[config.mk]
export PLATFORM = sky130hd
export DESIGN_NAME = branch_predictor_flat
export DESIGN_NICKNAME = d
export VERILOG_FILES = /design/src/rtl/branch_predictor_if.sv /design/src/rtl/branch_predictor.sv /design/src/flat_wrapper.sv
export SDC_FILE = /design/constraint.sdc
export NUM_CORES = 1
export LEC_CHECK = 0
export BUFFER_PORTS_ARGS = -buffer_cell sky130_fd_sc_hd__buf_4
export CORE_MARGIN = 4
export CORE_UTILIZATION = 45
export CTS_BUF_LIST = sky130_fd_sc_hd__clkbuf_4
export DETAILED_ROUTE_END_ITERATION = 12
export GPL_ROUTABILITY_DRIVEN = 0
export HOLD_SLACK_MARGIN = 0.02
export PLACE_DENSITY = 0.7
export SETUP_SLACK_MARGIN = 0.05
export SYNTH_ARGS = -nofsm -noshare
export SYNTH_HDL_FRONTEND = slang
export SYNTH_SLANG_ARGS = --single-unit
[constraint.sdc]
create_clock -name clk -period 8.65 [get_ports clk]
set_clock_uncertainty 0.1 [all_clocks]
set_input_delay 1.73 -clock clk [delete_from_list [all_inputs] [get_ports clk]]
set_output_delay 1.73 -clock clk [all_outputs]
set_load 0.02 [all_outputs]
[src/rtl/branch_predictor_if.sv]
// Fetch/execute <-> branch predictor bus.
//   f_pc, pred_taken, pred_next_pc : combinational fetch lookup
//   u_*                            : one resolved control-flow op per cycle
//   branch_cnt, mispred_cnt        : saturating performance counters
// master = core side (fetch + execute), slave = predictor.
interface branch_predictor_if #(
    parameter int XLEN  = 32,
    parameter int CNT_W = 16
);
    logic [XLEN-1:0]  f_pc;
    logic             pred_taken;
    logic [XLEN-1:0]  pred_next_pc;
    logic             u_valid;
    logic [XLEN-1:0]  u_pc;
    logic             u_is_branch;
    logic             u_is_jump;
    logic             u_taken;
    logic [XLEN-1:0]  u_target;
    logic             u_mispredict;
    logic [CNT_W-1:0] branch_cnt;
    logic [CNT_W-1:0] mispred_cnt;

    modport master (
        output f_pc, u_valid, u_pc, u_is_branch, u_is_jump, u_taken, u_target, u_mispredict,
        input  pred_taken, pred_next_pc, branch_cnt, mispred_cnt
    );
    modport slave (
        input  f_pc, u_valid, u_pc, u_is_branch, u_is_jump, u_taken, u_target, u_mispredict,
        output pred_taken, pred_next_pc, branch_cnt, mispred_cnt
    );
endinterface

[src/rtl/branch_predictor.sv]
// Dynamic next-PC predictor: direct-mapped BTB + gshare PHT.
// Ports:
//   clk   - rising-edge clock
//   reset - asynchronous, active-low
//   bp    - branch_predictor_if.slave (lookup, update, perf counters)
// Lookup is purely combinational from f_pc and registered state; updates
// land on the rising edge and are visible the following cycle (no bypass).
module branch_predictor #(
    parameter int XLEN         = 32,
    parameter int BTB_IDX_BITS = 4,
    parameter int GHR_BITS     = 4,
    parameter int CNT_W        = 16
) (
    input logic               clk,
    input logic               reset,
    branch_predictor_if.slave bp
);
    localparam int BTB_N = 1 << BTB_IDX_BITS;
    localparam int PHT_N = 1 << GHR_BITS;
    localparam int TAG_W = XLEN - BTB_IDX_BITS - 2;

    logic [BTB_N-1:0]      btb_valid;
    logic [BTB_N-1:0]      btb_jump;
    logic [TAG_W-1:0]      btb_tag [BTB_N];
    logic [XLEN-1:0]       btb_tgt [BTB_N];
    logic [PHT_N-1:0][1:0] pht;
    logic [GHR_BITS-1:0]   ghr;
    logic [CNT_W-1:0]      branch_cnt;
    logic [CNT_W-1:0]      mispred_cnt;

    // Instructions are word aligned; the low PC bits carry no information.
    logic unused_pc_lsbs;
    assign unused_pc_lsbs = ^{bp.f_pc[1:0], bp.u_pc[1:0]};

    // ---------------- lookup ----------------
    logic [BTB_IDX_BITS-1:0] bi;
    logic [GHR_BITS-1:0]     pi;
    logic [TAG_W-1:0]        f_tag;
    logic                    hit;

    assign bi    = bp.f_pc[BTB_IDX_BITS+1:2];
    assign pi    = bp.f_pc[GHR_BITS+1:2] ^ ghr;
    assign f_tag = bp.f_pc[XLEN-1:BTB_IDX_BITS+2];
    // valid bits are cleared asynchronously, so this is already 0 in reset;
    // the explicit reset term just makes that obvious.
    assign hit   = reset && btb_valid[bi] && (btb_tag[bi] == f_tag);

    assign bp.pred_taken   = hit && (btb_jump[bi] || pht[pi][1]);
    assign bp.pred_next_pc = bp.pred_taken ? btb_tgt[bi] : bp.f_pc + XLEN'(4);

    // ---------------- update ----------------
    logic [BTB_IDX_BITS-1:0] ui;
    logic [GHR_BITS-1:0]     upi;
    logic [TAG_W-1:0]        u_tag;
    logic                    is_br;
    logic                    alloc;

    assign ui    = bp.u_pc[BTB_IDX_BITS+1:2];
    assign upi   = bp.u_pc[GHR_BITS+1:2] ^ ghr;
    assign u_tag = bp.u_pc[XLEN-1:BTB_IDX_BITS+2];
    assign is_br = bp.u_valid && bp.u_is_branch && !bp.u_is_jump;
    // Not-taken branches never allocate or invalidate an entry.
    assign alloc = bp.u_valid && (bp.u_is_jump || (bp.u_is_branch && bp.u_taken));

    always_ff @(posedge clk or negedge reset) begin
        if (!reset) begin
            btb_valid   <= '0;
            btb_jump    <= '0;
            pht         <= {PHT_N{2'b01}};
            ghr         <= '0;
            branch_cnt  <= '0;
            mispred_cnt <= '0;
        end else begin
            if (alloc) begin
                btb_valid[ui] <= 1'b1;
                btb_jump[ui]  <= bp.u_is_jump;
            end
            if (is_br) begin
                if (bp.u_taken) begin
                    if (pht[upi] != 2'd3) pht[upi] <= pht[upi] + 2'd1;
                end else begin
                    if (pht[upi] != 2'd0) pht[upi] <= pht[upi] - 2'd1;
                end
                // shift in the outcome; truncation drops the oldest bit
                ghr <= GHR_BITS'({ghr, bp.u_taken});
            end
            if (bp.u_valid && bp.u_is_branch && branch_cnt != {CNT_W{1'b1}})
                branch_cnt <= branch_cnt + 1'b1;
            if (bp.u_valid && bp.u_mispredict && mispred_cnt != {CNT_W{1'b1}})
                mispred_cnt <= mispred_cnt + 1'b1;
        end
    end

    // Tag/target payload needs no reset: valid gates every use of it.
    always_ff @(posedge clk) begin
        if (reset && alloc) begin
            btb_tag[ui] <= u_tag;
            btb_tgt[ui] <= bp.u_target;
        end
    end

    assign bp.branch_cnt  = branch_cnt;
    assign bp.mispred_cnt = mispred_cnt;
endmodule

[src/flat_wrapper.sv]
// flat-port wrapper written by rule: the top's interface ports become plain ports
module branch_predictor_flat 
#(
    parameter int XLEN         = 32,
    parameter int BTB_IDX_BITS = 4,
    parameter int GHR_BITS     = 4,
    parameter int CNT_W        = 16
)
  (clk, reset, bp_f_pc, bp_u_valid, bp_u_pc, bp_u_is_branch, bp_u_is_jump, bp_u_taken, bp_u_target, bp_u_mispredict, bp_pred_taken, bp_pred_next_pc, bp_branch_cnt, bp_mispred_cnt);
  branch_predictor_if #(.XLEN(XLEN), .CNT_W(CNT_W)) bp_i ();
  input logic clk;
  input logic reset;
  input wire logic [$bits(bp_i.f_pc)-1:0] bp_f_pc;
  input wire logic [$bits(bp_i.u_valid)-1:0] bp_u_valid;
  input wire logic [$bits(bp_i.u_pc)-1:0] bp_u_pc;
  input wire logic [$bits(bp_i.u_is_branch)-1:0] bp_u_is_branch;
  input wire logic [$bits(bp_i.u_is_jump)-1:0] bp_u_is_jump;
  input wire logic [$bits(bp_i.u_taken)-1:0] bp_u_taken;
  input wire logic [$bits(bp_i.u_target)-1:0] bp_u_target;
  input wire logic [$bits(bp_i.u_mispredict)-1:0] bp_u_mispredict;
  output wire logic [$bits(bp_i.pred_taken)-1:0] bp_pred_taken;
  output wire logic [$bits(bp_i.pred_next_pc)-1:0] bp_pred_next_pc;
  output wire logic [$bits(bp_i.branch_cnt)-1:0] bp_branch_cnt;
  output wire logic [$bits(bp_i.mispred_cnt)-1:0] bp_mispred_cnt;
  assign bp_i.f_pc = bp_f_pc;
  assign bp_i.u_valid = bp_u_valid;
  assign bp_i.u_pc = bp_u_pc;
  assign bp_i.u_is_branch = bp_u_is_branch;
  assign bp_i.u_is_jump = bp_u_is_jump;
  assign bp_i.u_taken = bp_u_taken;
  assign bp_i.u_target = bp_u_target;
  assign bp_i.u_mispredict = bp_u_mispredict;
  assign bp_pred_taken = bp_i.pred_taken;
  assign bp_pred_next_pc = bp_i.pred_next_pc;
  assign bp_branch_cnt = bp_i.branch_cnt;
  assign bp_mispred_cnt = bp_i.mispred_cnt;
  branch_predictor #(.XLEN(XLEN), .BTB_IDX_BITS(BTB_IDX_BITS), .GHR_BITS(GHR_BITS), .CNT_W(CNT_W)) u_core (.clk(clk), .reset(reset), .bp(bp_i));
endmodule
==> results.md <==
* Crit path required time at 6.82 ns
* Worst-margin pin slew at 1.268 ns
* FF-to-FF Start: u_core.ghr[0]$_DFFE_PN0P_
* Total track usage at 20.98%
* DP Wirelength at 58460 um
* Static leakage at 16.19 nW
* Delay of the slowest critical-path stage at 0.58 ns
* Max_slew headroom at 15.30%
* Post-synthesis register bit count at 1028
* Clock sinks at 1028
* Min-Delay Endpoint: u_core.btb_valid[4]$_DFFE_PN0P_
* H-tree depth at 5
* Share of cells above drive strength 1 at 40.09%
* Final slew viol count at 0
* Startpoint Class: input pin
* Dominant cell type by area after synthesis: edfxtp_1
* Post-layout power at 10.71 mW
* # fillers at 7228
* DRC viols at 0
* Core Region at 91520 um2
* Nets at 2520
* Hold path depth at 1
* Register area share after synthesis at 73.36%
* Status: complete, no violations
* Register area at 30390 um2
* Fin crit period at 7.910 ns
* Per-cell routed wire length at 27.10 um
* Max-cap violations at 0
* CP Capture Type: primary output
* Synth-to-Final Area Change at 14.43%
* Async S/R FF share, synth at 9.728%
* Clock network power share at 37.0%
* Worst path cell trace: buf_8 -> buf_4 -> mux4_2 -> mux2i_1 -> xnor2_1 -> a211oi_1 -> a31oi_1 -> nor2_1 -> nand4_4 -> buf_4 -> mux2_4 -> buf_4
* Initial DRT Pass Iterations at 5
* Worst Reg2Reg Path Length in Cells at 12
* Critical path's top delay family: buffers and inverters
* Largest net degree at the start of global routing at 85
* Post-CTS sizing at 0
* RSZ-0062 raised after global routing: no
* Sequential power share at 53.3%
* Yosys cell types at 60
* Grt total ovfl at 0
* Die H at 311.4 um
* Bufs on Longest Clock Path at 4
* Clk slew on worst S/H paths at 0.06 ns
* Syn nets at 2104
* TritonCTS clock tree: yes
* Initial DRC count at 2327
* Reg-to-reg endpoint: u_core.pht[25]$_DFFE_PN0P_
* Post-CTS Hold Buffers at 0
* Most area-consuming cells after synthesis: edfxtp_1, mux4_2, dfrtp_1
* Post-synth EDFFs at 928
* Synth top area share at 67.27%
* Initial Utilization at 45.26%
* Yosys warnings at 0
* Reg2reg setup slack at 4.11 ns
* Global-route wire length before repair at 149800 um
* I/O pin count at 168
* Skew-Pair Late Insertion Delay at 1.09 ns
* Die ar. at 96970 um2
* Port Buffers at 165
* Post-synthesis cell count at 1996
* Post-Syn Area at 41420 um2
* Vias at 21950
* Synth cell count leaders: edfxtp_1, mux4_2, dfrtp_1
* ANT nets after route at 0
* Combinational power share at 9.7%
* Critical Setup Path Class: in2out
* CP bufs+invs at 4
* CTS Buf Count at 282
* Antenna violations before repair at 8
* Critical Path AT at 6.08 ns
* Footprint of the multi-input gates at 10580 um2
* Die W at 311.4 um
* Syn Area/Cell at 20.75 um2
* FMAX at 126.4 MHz
* Peak VDD IR at 0.1539 mV
* Final hold viol count at 0
* Most used DFF post-synth: edfxtp_1
* Root Buffer: clkbuf_4
* CP max stage cell: nand4_4
* Top-count cell post-synth: edfxtp_1
* Crit-path max FO at 61
* Sw Ratio at 23.95%
* Cell mode on critical path: buf_4
* Net Switching at 2.564 mW
* Final setup violation count at 0
* Hold Crit Start: u_core.btb_valid[4]$_DFFE_PN0P_
* Setup TNS at 0 ns
* Setup bufs post-CTS at 0
* Vias/cell at 5.840
* Vias in the first global route at 23210
* Num rows at 111
* Power Density at 225.9 nW/um2
* Min Hold Slack at 0.3625 ns
* Final wirelength at 101800 um
* Internal power at 8.143 mW
* Class of the worst hold path: reg2reg
* Period utilization at 91.45%
==> worst register-to-register path, stage by stage, from the launching register on <==
cell	delay [ns]
dfrtp_1	0.42
xor2_1	0.18
buf_4	0.27
mux4_2	0.54
nand2_1	0.08
nand2_1	0.05
o21ai_0	0.27
clkinv_1	0.51
ha_1	0.39
a211oi_1	0.42
or3b_2	0.56
nor2_1	0.25
mux2_2	0.36
==> how the worst max path moves through the flow <==
stage | start | to | slack, ns | depth (start not counted)
after floorplan | bp_u_is_branch | u_core.btb_tag[12][0]$_DFFE_PP_ | 0.22 | 4
after global placement | bp_f_pc[2] | bp_pred_next_pc[21] | 0.75 | 12
after detailed placement | bp_f_pc[2] | bp_pred_next_pc[21] | 0.77 | 12
after CTS | bp_f_pc[2] | bp_pred_next_pc[21] | 0.70 | 12
after global routing | bp_f_pc[2] | bp_pred_next_pc[19] | 0.53 | 12
final | bp_f_pc[2] | bp_pred_next_pc[16] | 0.74 | 12
==> kinds of logic after synthesis <==
| kind of cell | Yosys count | synth area share, % |
|---|---|---|
| AO/OA/AOI/OAI | 90 | 1.522 |
| XOR/XNOR | 96 | 2.030 |
| adder cells (fa/ha/maj) | 5 | 0.1510 |
| AND/OR/NAND/NOR | 269 | 3.187 |
| buffers and inverters | 115 | 1.326 |
| flip-flops | 1028 | 73.36 |
| multiplexers | 393 | 18.42 |
==> power by group through the flow <==
stage	combinational (mW)	sequential [mW]	clock [mW]
6_report	1.04	5.71	3.96
5_1_grt	1.11	5.73	4.36
4_1_cts	1.04	5.71	4.07
3_5_place_dp	1.04	5.82	0
3_3_place_gp	1.01	5.80	0
2_1_floorplan	0.640	5.82	0
==> per-stage QoR <==
| step | cells | cell area [um2] | utilization (%) | worst slack [ns] |
|---|---|---|---|---|
| finish | 3758 | 47400 | 51.79 | 0.7397 |
| global route | 3757 | 47400 | 51.79 | 0.5334 |
| CTS | 3748 | 47370 | 51.76 | 0.6963 |
| detailed placement | 3314 | 44250 | 48.35 | 0.7680 |
| global placement | 3314 | 44250 | 48.35 | 0.7544 |
| floorplan | 1996 | 41420 | - | 0.2188 |
==> state kept, by name, indices dropped and copies added, names as in the netlist, named ones only <==
name	count
u_core.bp.mispred_cnt	16
u_core.btb_tag	416
u_core.btb_jump	16
u_core.btb_tgt	512
u_core.btb_valid	16
u_core.ghr	4
u_core.bp.branch_cnt	16
u_core.pht	16
==> cell type report <==
class	instances	share of cell area, %
clock inverter	53	0.5570
antenna	10	0.05279
tap	1186	3.131
multi-input combinational	853	22.32
clock buffer	381	6.034
inverter	23	0.1821
timing repair buffer	224	3.606
sequential	1028	64.11
==> placed cells by master (no fill, tap or decap), types with 11 or more instances in the layout <==
cell type,count
buf_4,221
inv_1,20
mux2_4,29
edfxtp_1,928
o21ai_0,11
mux2_2,49
dfstp_2,16
dfrtp_1,84
clkinv_1,41
nand2b_1,17
mux4_2,279
nand3_1,39
nor2_1,75
clkbuf_4,381
nand4_1,12
a21oi_1,20
xor2_1,34
or2_2,14
mux2i_1,36
nand2_1,56
xnor2_1,62
==> routing by layer <==
| layer | GRT usage [%] | vias up | share of wire, % |
|---|---|---|---|
| li1 | - | 9181 | - |
| met1 | 28.88 | 11480 | 40 |
| met2 | 32.88 | 1079 | 48 |
| met3 | 5.826 | 203 | 9.2 |
| met4 | 6.638 | 8 | 2.2 |
| met5 | 0 | - | 0.060 |
Power figures use the tool's default switching activity.
